## src/rtl/pw_utmi_tx_pkg.sv

```systemverilog
// Shared definitions for the UTMI transmit engine: PHY OpMode encodings and
// the transmit FSM state encoding.
package pw_utmi_tx_pkg;

  // UTMI OpMode[1:0] encodings driven toward the PHY.
  localparam logic [1:0] OPMODE_NORMAL     = 2'b00;
  localparam logic [1:0] OPMODE_NONDRIVING = 2'b01;

  // Transmit FSM states.
  typedef enum logic [2:0] {
    ST_IDLE     = 3'd0,
    ST_WAIT_BUS = 3'd1,
    ST_SETUP    = 3'd2,
    ST_SEND     = 3'd3,
    ST_RELEASE  = 3'd4
  } tx_state_e;

endpackage : pw_utmi_tx_pkg

```

## src/rtl/pw_tx_buffer.sv

```systemverilog
// Packet buffer for the UTMI transmit engine: DEPTH x 8 distributed RAM with
// a synchronous write port and an asynchronous read port.
module pw_tx_buffer #(
  parameter int DEPTH = 64
) (
  input  logic                     clk,
  input  logic                     wr_en,
  input  logic [$clog2(DEPTH)-1:0] wr_addr,
  input  logic [7:0]               wr_data,
  input  logic [$clog2(DEPTH)-1:0] rd_addr,
  output logic [7:0]               rd_data
);

  logic [7:0] mem [DEPTH];

  // Host-side byte write.
  // NOTE: the array has no reset; clearing a RAM needs one write per word and
  // would stop it mapping onto distributed RAM cells. Contents are undefined
  // until the host loads them.
  always_ff @(posedge clk) begin
    if (wr_en) begin
      mem[wr_addr] <= wr_data;
    end
  end

  assign rd_data = mem[rd_addr];

endmodule : pw_tx_buffer

```

## src/rtl/pw_utmi_tx.sv

```systemverilog
// UTMI transmit engine. Sends a host-loaded packet over the TxValid/TxReady
// handshake after the receive side has been quiet long enough, switching the
// PHY into normal OpMode only for the duration of the transmission.
module pw_utmi_tx
  import pw_utmi_tx_pkg::*;
#(
  parameter int pBUF_BYTES     = 64,
  parameter int pIDLE_CYCLES   = 8,
  parameter int pTXRDY_TIMEOUT = 1024
) (
  input  logic                          fe_clk,
  input  logic                          reset_i,
  input  logic                          I_buf_wr,
  input  logic [$clog2(pBUF_BYTES)-1:0] I_buf_addr,
  input  logic [7:0]                    I_buf_data,
  input  logic [$clog2(pBUF_BYTES):0]   I_len,
  input  logic                          I_start,
  input  logic                          I_abort,
  input  logic                          fe_rxactive,
  input  logic                          fe_txrdy,
  output logic [7:0]                    O_tx_data,
  output logic                          O_txvalid,
  output logic [1:0]                    O_opmode,
  output logic                          O_busy,
  output logic                          O_done,
  output logic                          O_error
);

  localparam int AW = $clog2(pBUF_BYTES);
  localparam int IW = $clog2(pIDLE_CYCLES) + 1;
  localparam int SW = $clog2(pTXRDY_TIMEOUT) + 1;

  localparam logic [AW:0]   LEN_MAX     = (AW + 1)'(pBUF_BYTES);
  localparam logic [IW-1:0] IDLE_TARGET = IW'(pIDLE_CYCLES);
  localparam logic [SW-1:0] STALL_LIMIT = SW'(pTXRDY_TIMEOUT);

  tx_state_e     state;
  tx_state_e     state_next;

  logic [AW:0]   len_q;
  logic [AW-1:0] idx_q;
  logic [IW-1:0] idle_cnt;
  logic [SW-1:0] stall_cnt;
  logic          done_ok_q;      // this packet ends with a done pulse

  logic [AW:0]   len_clamped;
  logic [IW-1:0] idle_cnt_next;
  logic [SW-1:0] stall_cnt_next;
  logic          accept;
  logic          last_byte;
  logic          idle_reached;
  logic          stall_expired;

  logic          txvalid_d;
  logic [1:0]    opmode_d;
  logic          busy_d;
  logic          done_d;
  logic          error_d;

  logic [7:0]    rd_data;

  // Buffer: host writes are accepted only while idle; read at the send index.
  pw_tx_buffer #(
    .DEPTH (pBUF_BYTES)
  ) u_buffer (
    .clk     (fe_clk),
    .wr_en   (I_buf_wr && (state == ST_IDLE)),
    .wr_addr (I_buf_addr),
    .wr_data (I_buf_data),
    .rd_addr (idx_q),
    .rd_data (rd_data)
  );

  // Handshake decode and saturating counter increments.
  // NOTE: every signal assigned in an always_comb gets a value on every path
  // (here by assigning it first); a path that leaves one unassigned infers a latch.
  always_comb begin
    len_clamped = (I_len > LEN_MAX) ? LEN_MAX : I_len;
    accept      = (state == ST_SEND) && fe_txrdy;
    last_byte   = ({1'b0, idx_q} == (len_q - 1'b1));

    idle_cnt_next = idle_cnt;
    if (fe_rxactive) begin
      idle_cnt_next = '0;
    end else if (idle_cnt != '1) begin
      idle_cnt_next = idle_cnt + 1'b1;
    end
    idle_reached = (idle_cnt_next >= IDLE_TARGET);

    stall_cnt_next = stall_cnt;
    if (accept) begin
      stall_cnt_next = '0;
    end else if ((state == ST_SEND) && (stall_cnt != '1)) begin
      stall_cnt_next = stall_cnt + 1'b1;
    end
    stall_expired = (state == ST_SEND) && !fe_txrdy && (stall_cnt_next >= STALL_LIMIT);
  end

  // State register.
  // NOTE: clocked state uses non-blocking assignments so every flop samples
  // values from before the edge, whatever order the blocks are evaluated in.
  always_ff @(posedge fe_clk or negedge reset_i) begin
    if (!reset_i) begin
      state <= ST_IDLE;
    end else begin
      state <= state_next;
    end
  end

  // Next-state logic; abort takes priority over completion and timeout.
  always_comb begin
    state_next = state;
    case (state)
      ST_IDLE: begin
        if (I_start) begin
          state_next = (len_clamped == '0) ? ST_RELEASE : ST_WAIT_BUS;
        end
      end
      ST_WAIT_BUS: begin
        if (I_abort) begin
          state_next = ST_RELEASE;
        end else if (idle_reached) begin
          state_next = ST_SETUP;
        end
      end
      ST_SETUP: begin
        state_next = I_abort ? ST_RELEASE : ST_SEND;
      end
      ST_SEND: begin
        if (I_abort || (accept && last_byte) || stall_expired) begin
          state_next = ST_RELEASE;
        end
      end
      ST_RELEASE: begin
        state_next = ST_IDLE;
      end
      default: begin
        state_next = ST_IDLE;
      end
    endcase
  end

  // Next values for the registered PHY-facing and status outputs.
  always_comb begin
    txvalid_d = (state_next == ST_SEND);
    busy_d    = (state_next != ST_IDLE);
    done_d    = (state == ST_RELEASE) && done_ok_q;
    error_d   = stall_expired && !I_abort;
    case (state_next)
      ST_SETUP, ST_SEND: opmode_d = OPMODE_NORMAL;
      ST_RELEASE:        opmode_d = O_opmode;   // hold whatever mode was in use
      default:           opmode_d = OPMODE_NONDRIVING;
    endcase
  end

  // Output registers.
  always_ff @(posedge fe_clk or negedge reset_i) begin
    if (!reset_i) begin
      O_txvalid <= 1'b0;
      O_opmode  <= OPMODE_NONDRIVING;
      O_busy    <= 1'b0;
      O_done    <= 1'b0;
      O_error   <= 1'b0;
    end else begin
      O_txvalid <= txvalid_d;
      O_opmode  <= opmode_d;
      O_busy    <= busy_d;
      O_done    <= done_d;
      O_error   <= error_d;
    end
  end

  // Packet length, byte index, idle/stall counters and completion flag.
  always_ff @(posedge fe_clk or negedge reset_i) begin
    if (!reset_i) begin
      len_q     <= '0;
      idx_q     <= '0;
      idle_cnt  <= '0;
      stall_cnt <= '0;
      done_ok_q <= 1'b0;
    end else begin
      case (state)
        ST_IDLE: begin
          idx_q     <= '0;
          idle_cnt  <= '0;
          stall_cnt <= '0;
          if (I_start) begin
            len_q     <= len_clamped;
            done_ok_q <= (len_clamped == '0);
          end
        end
        ST_WAIT_BUS: begin
          idle_cnt <= idle_cnt_next;
        end
        ST_SEND: begin
          stall_cnt <= stall_cnt_next;
          if (accept) begin
            idx_q <= idx_q + 1'b1;
            if (last_byte && !I_abort) begin
              done_ok_q <= 1'b1;
            end
          end
        end
        default: begin
        end
      endcase
    end
  end

  // Data toward the PHY is the buffer byte while sending, zero otherwise.
  assign O_tx_data = (state == ST_SEND) ? rd_data : 8'h00;

endmodule : pw_utmi_tx

```

## config.mk

```make
export PLATFORM = sky130hd
export DESIGN_NAME = pw_utmi_tx
export DESIGN_NICKNAME = d
export VERILOG_FILES = /design/src/rtl/pw_utmi_tx_pkg.sv /design/src/rtl/pw_tx_buffer.sv /design/src/rtl/pw_utmi_tx.sv
export SDC_FILE = /design/constraint.sdc
export NUM_CORES = 1
export LEC_CHECK = 0
export BUFFER_PORTS_ARGS = -buffer_cell sky130_fd_sc_hd__buf_2
export CAP_MARGIN = 20
export CORE_MARGIN = 5
export CORE_UTILIZATION = 60
export DETAILED_ROUTE_END_ITERATION = 16
export PLACE_DENSITY = 0.77
export SYNTH_ARGS = -nofsm -noshare
export SYNTH_HDL_FRONTEND = slang
export SYNTH_SLANG_ARGS = --single-unit
```

## constraint.sdc

```tcl
create_clock -name fe_clk -period 3.3 [get_ports fe_clk]
set_clock_uncertainty 0.2 [all_clocks]
set_input_delay 0.165 -clock fe_clk [delete_from_list [all_inputs] [get_ports fe_clk]]
set_output_delay 0.165 -clock fe_clk [all_outputs]
set_load 0.02 [all_outputs]
```

Word-level counts from Yosys, hierarchy flattened. Memories as Yosys holds them, arrays and structs flattened. Cells that the tools add are included. W data, S select, Z words.

$add $sub $neg: 4. $lt $le $gt $ge: 3. Equality and inequality tests: 13. Muxes and demuxes: 24. Reduce and logical (&&, ||, !) cells: 22.

Operators with widths (count): $mux W11 (2); $pmux W11 S2 (1); $mux W3 (6); $eq A3 B2 Y1 const B (4); $pmux W3 S4 (1); $pmux W6 S2 (1); $add A11 B1 Y11 const B (1); $ge A11 B11 Y1 const B (1); $ne A11 B11 Y1 const B (1); $logic_and A1 B1 Y1 (9); $mux W4 (2); $mux W8 (1); $pmux W4 S2 (1); $eq A6 B7 Y1 (1); $gt A7 B7 Y1 const B (1); $logic_not A7 Y1 (1); $mux W7 (1); $sub A7 B1 Y7 const B (1); $add A6 B1 Y6 const B (1); $eq A3 B3 Y1 const B (2); $mux W6 (1); $mux W1 (5); $add A4 B1 Y4 const B (1); $ge A4 B4 Y1 const B (1); 14 further kinds (19).

Flip-flop bits (word level): 38. Memory bits (writable): 512. Input bits: 28. Output and inout port bits: 14. Logic and storage cells: 78. Memories kept: 1.

Memory list: u_buffer.mem (words 64, width 8, read ports 1, clocked after memory_dff 0, wr ports 1, RTL line pw_tx_buffer.sv:14) `logic [7:0] mem [DEPTH];`.

Logic depth before layout (Yosys ltp).
Depth after elaboration: 12. Depth in mapped cells: 10. Depth with buffers taken out: 7.

By module. A second synthesis with hierarchy kept.

Cells, all modules: 1161. Area total of the unflattened synthesis: 22116.2 um^2.

By module, submodules not included: pw_tx_buffer (times used 1, cells an instance 932, area each 20006.7 um^2); pw_utmi_tx (times used 1, cells an instance 229, area each 2109.5 um^2).

Worst setup path after synthesis. OpenSTA, ideal clock, no wires.

Kind: reg2out. From: register idx_q[0]. To: output O_tx_data[4]. Data arrival time: 2.128 ns. Slack: 0.807 ns. Stages on the path, launching flop included: 8. Cell sequence: dfrtp_1 clkbuf_1 buf_4 buf_2 mux4_2 a211o_1 o221ai_1 o2bb2ai_1.

Longest elaborated chain between the ends: 2.

RTL lines: start: declaration (RTL line pw_utmi_tx.sv:41) `logic [AW-1:0] idx_q;`; start signal: assignment (RTL line pw_utmi_tx.sv:198) `idx_q <= idx_q + 1'b1;`; $mem_v2 Z64 W8; $mux W8 (RTL line pw_utmi_tx.sv:211) `assign O_tx_data = (state == ST_SEND) ? rd_data : 8'h00;`; end: declaration (RTL line pw_utmi_tx.sv:21) `output logic [7:0] O_tx_data,`.

Every way passes these cells.

Worst setup path in the final report.
From: register idx_q[0]. To: output O_tx_data[6].

Same word-level chain as after synthesis.

==> flow_metrics.tcl <==
set metrics [dict create \
    cts_tree "done" \
    die_area_sq_um 40610 \
    crit_type "reg2out" \
    ant_nets 0 \
    grtUsageTotal 0.2584 \
    finalWirelength_um 52450 \
    finalHoldViolCount 0 \
    grt_max_degree 65 \
    fin_tns_setup_ps -148.1 \
    async_flop_share 0.06740 \
    fin_crit_sh 1.019 \
    cp.depth 10 \
    yosysUniqueCellTypes 57 \
    min_path_type "in2reg" \
    diodes 0 \
    worstSetupEndpointType "output port" \
    drive_gt1_frac 0.3026 \
    die_w_um 201.5 \
    synth_top_area_share 0.6986 \
    start_kind "flip-flop" \
    start_util 0.6040 \
    drc_errors 0 \
    cts_sinks 549 \
    dp_cells 1743 \
    cp_common_cell "buf_12" \
    htreeDepth 2 \
    fillCellCount 2080 \
    instances_no_fill 1899 \
    synth_area_leaders "edfxtp_1 (70%), mux4_2 (9.8%), dfrtp_1 (4.1%)" \
    ys_warn_count 0 \
    dieHeight_um 201.5 \
    worst_ep_arrival_time_ps 3000 \
    drtIter0Drc 1661 \
    fin_nets 1419 \
    boundaryPins 42 \
    violations "negative setup slack" \
    synth_edf_count 512 \
    synthTopCellsByCount "edfxtp_1 (512), mux4_2 (96), nor2_1 (83)" \
    rsz0062_at_grt "true" \
    overflow 0 \
    slew_headroom 0.3192 \
    power_leakage_nw 8.577 \
    worstSkewPairLatency_ps 590 \
    worstRegToRegCells 6 \
    synth_most_common_cell "edfxtp_1" \
    fmax_mhz 297.5 \
    cp_top_family "buffers and inverters" \
    seq_area_frac_synth 0.7407 \
    worst_slack_ps -61.85 \
    grt_first_pass_wirelength_um 78980 \
    clk_pin_slew_worst_paths_ps 60 \
    cts-root-buf "clkbuf_16" \
    yosys.area.top_type "edfxtp_1" \
    critPathMaxStageDelay_ps 520 \
    antenna_found_initial 0 \
    portBuffers 40 \
    slowest_stage "dfrtp_4" \
    finalPower_mw 14.23 \
    clock_path_buffers 3 \
    max_slew.worst_pin.slew_ps 1021 \
    worstPathMaxFanout 6 \
    crit_chain "buf_12 -> buf_12 -> bufbuf_16 -> buf_4 -> mux2i_2 -> o221ai_2 -> a221oi_4 -> a21oi_2 -> o2bb2ai_1 -> buf_2" \
    pre_cts_slack_ps 224.2 \
    viasPerCell 6.566 \
    cap_violations 0 \
    ys.flop_type "edfxtp_1" \
    drt-pass1-iter-count 5 \
    drv_slew 0 \
    num_rows 70 \
    grt_pass1_vias 12600 \
    synth_area_sq_um 22010 \
    route.vias.total 12470 \
    wire_per_inst_um 27.62 \
    syn_avg_cell_area_sq_um 18.59 \
    finalCriticalPeriod_ps 3362 \
    min_path_cells 1 \
    core_region_area_sq_um 36430 \
    cp_data_required_time_ps 2930 \
    synth_nets 1216 \
    vdd_drop_max_mv 0.7534 \
    gp_congestion 0.8568 \
    power_density_nw_per_um2 542.4 \
    synth_cells 1184 \
    crit_buf_inv 5 \
    cts_made_buffers 53 \
    report.final.setup_viol 4 \
    status "finished with violations" \
    dpl.hpwl_um 30870 \
    ys_ff_latch 549 \
    area_growth_pct 19.23 \
]
## per-layer routing
| layer | track usage | vias to the layer above | wire, um |
|---|---|---|---|
| li1 | - | 5233 | - |
| met1 | 0.3659 | 6371 | 20340 |
| met2 | 0.4180 | 734 | 25380 |
| met3 | 0.05302 | 131 | 4978 |
| met4 | 0.07349 | 0 | 1751 |
| met5 | 0 | - | 0 |
## cell type report
cell class,instances,area [sq um],area share
inverter,7,26.28,0.001001
clock buffer,66,1416,0.05398
sequential,549,16310,0.6216
multi-input combinational,563,5683,0.2166
timing repair buffer,213,1948,0.07425
tap,468,585.6,0.02232
clock inverter,33,269.0,0.01025
## stage by stage
| step | hold slack (ps) | instance area [sq um] | util |
|---|---|---|---|
| after floorplan | -330.6 | 22010 | - |
| after global placement | 106.0 | 23460 | 0.6438 |
| after detailed placement | 119.1 | 23460 | 0.6438 |
| after CTS | 1.407 | 26030 | 0.7143 |
| after global routing | 26.09 | 26240 | 0.7202 |
| final | 10.46 | 26240 | 0.7202 |
## where the power goes
group / total, mW / switching (mW) / leakage (nW) / internal [mW]
logic: 0.591 / 0.375 / 2.65 / 0.216
registers: 7.75 / 0.0726 / 5.10 / 7.68
clock network: 5.89 / 2.53 / 0.834 / 3.35
## worst paths after layout
| check | start | slack (ps) | end |
|---|---|---|---|
| worst max register to register | state[1] | 280 | u_buffer.mem[20][5] |
| worst max-delay path | idx_q[0] | -60 | O_tx_data[6] |
| worst min-delay path | I_buf_data[1] | 10 | u_buffer.mem[6][1] |
| max in group asynchronous | reset_i | 2220 | idx_q[1] |
| min in group asynchronous | reset_i | 30 | stall_cnt[6] |
| worst min register to register | stall_cnt[10] | 310 | stall_cnt[10] |
## state kept, by name (all words and copies together), names as in the netlist
signal / count
u_buffer.mem: 512
O_done: 1
O_opmode: 1
stall_cnt: 11
len_q: 7
O_error: 1
state: 3
O_txvalid: 1
done_ok_q: 1
idle_cnt: 4
idx_q: 6
O_busy: 1
## placed cells by master, fill, tap and decap left out, drive strengths merged, types with 4 or more instances in the layout
cell	count
a211o	19
a21boi	8
a21oi	10
a221o	5
a31oi	6
and3	5
buf	183
bufinv	4
clkbuf	66
clkinv	27
dfrtp	36
dlygate4sd3	29
edfxtp	512
ha	4
inv	7
mux2	24
mux2i	73
mux4	96
nand2	39
nand2b	10
nand3	21
nand3b	7
nand4	4
nor2	83
nor2b	6
nor3	7
o2111ai	4
o211ai	6
o21ai	32
o221ai	16
o22a	4
o22ai	21
or3b	4
or4	4
xnor2	9
## kinds of logic (layout without fill, tap and decap cells)
group,count (synthesis),after routing,synth area share
flip-flops,549,549,0.7407
AND/OR/NAND/NOR,205,205,0.04497
multiplexers,193,193,0.1437
AO/OA/AOI/OAI,149,149,0.04878
buffers and inverters,72,319,0.01495
XOR/XNOR,11,11,0.004378
adder cells (fa/ha/maj),4,4,0.002274
other,1,1,0.0001704
## timing repair
action                                  in CTS  in global routing
hold endpoints to repair                   118                128
hold buffers                                26                  3
endpoints found under the setup margin       8                  8
gates cloned                                 4                  0
pin swaps                                    7                  8
buffers inserted                            20                  2
gates resized for setup                     67                 24
No activity file was read; power rests on OpenSTA's default activity.
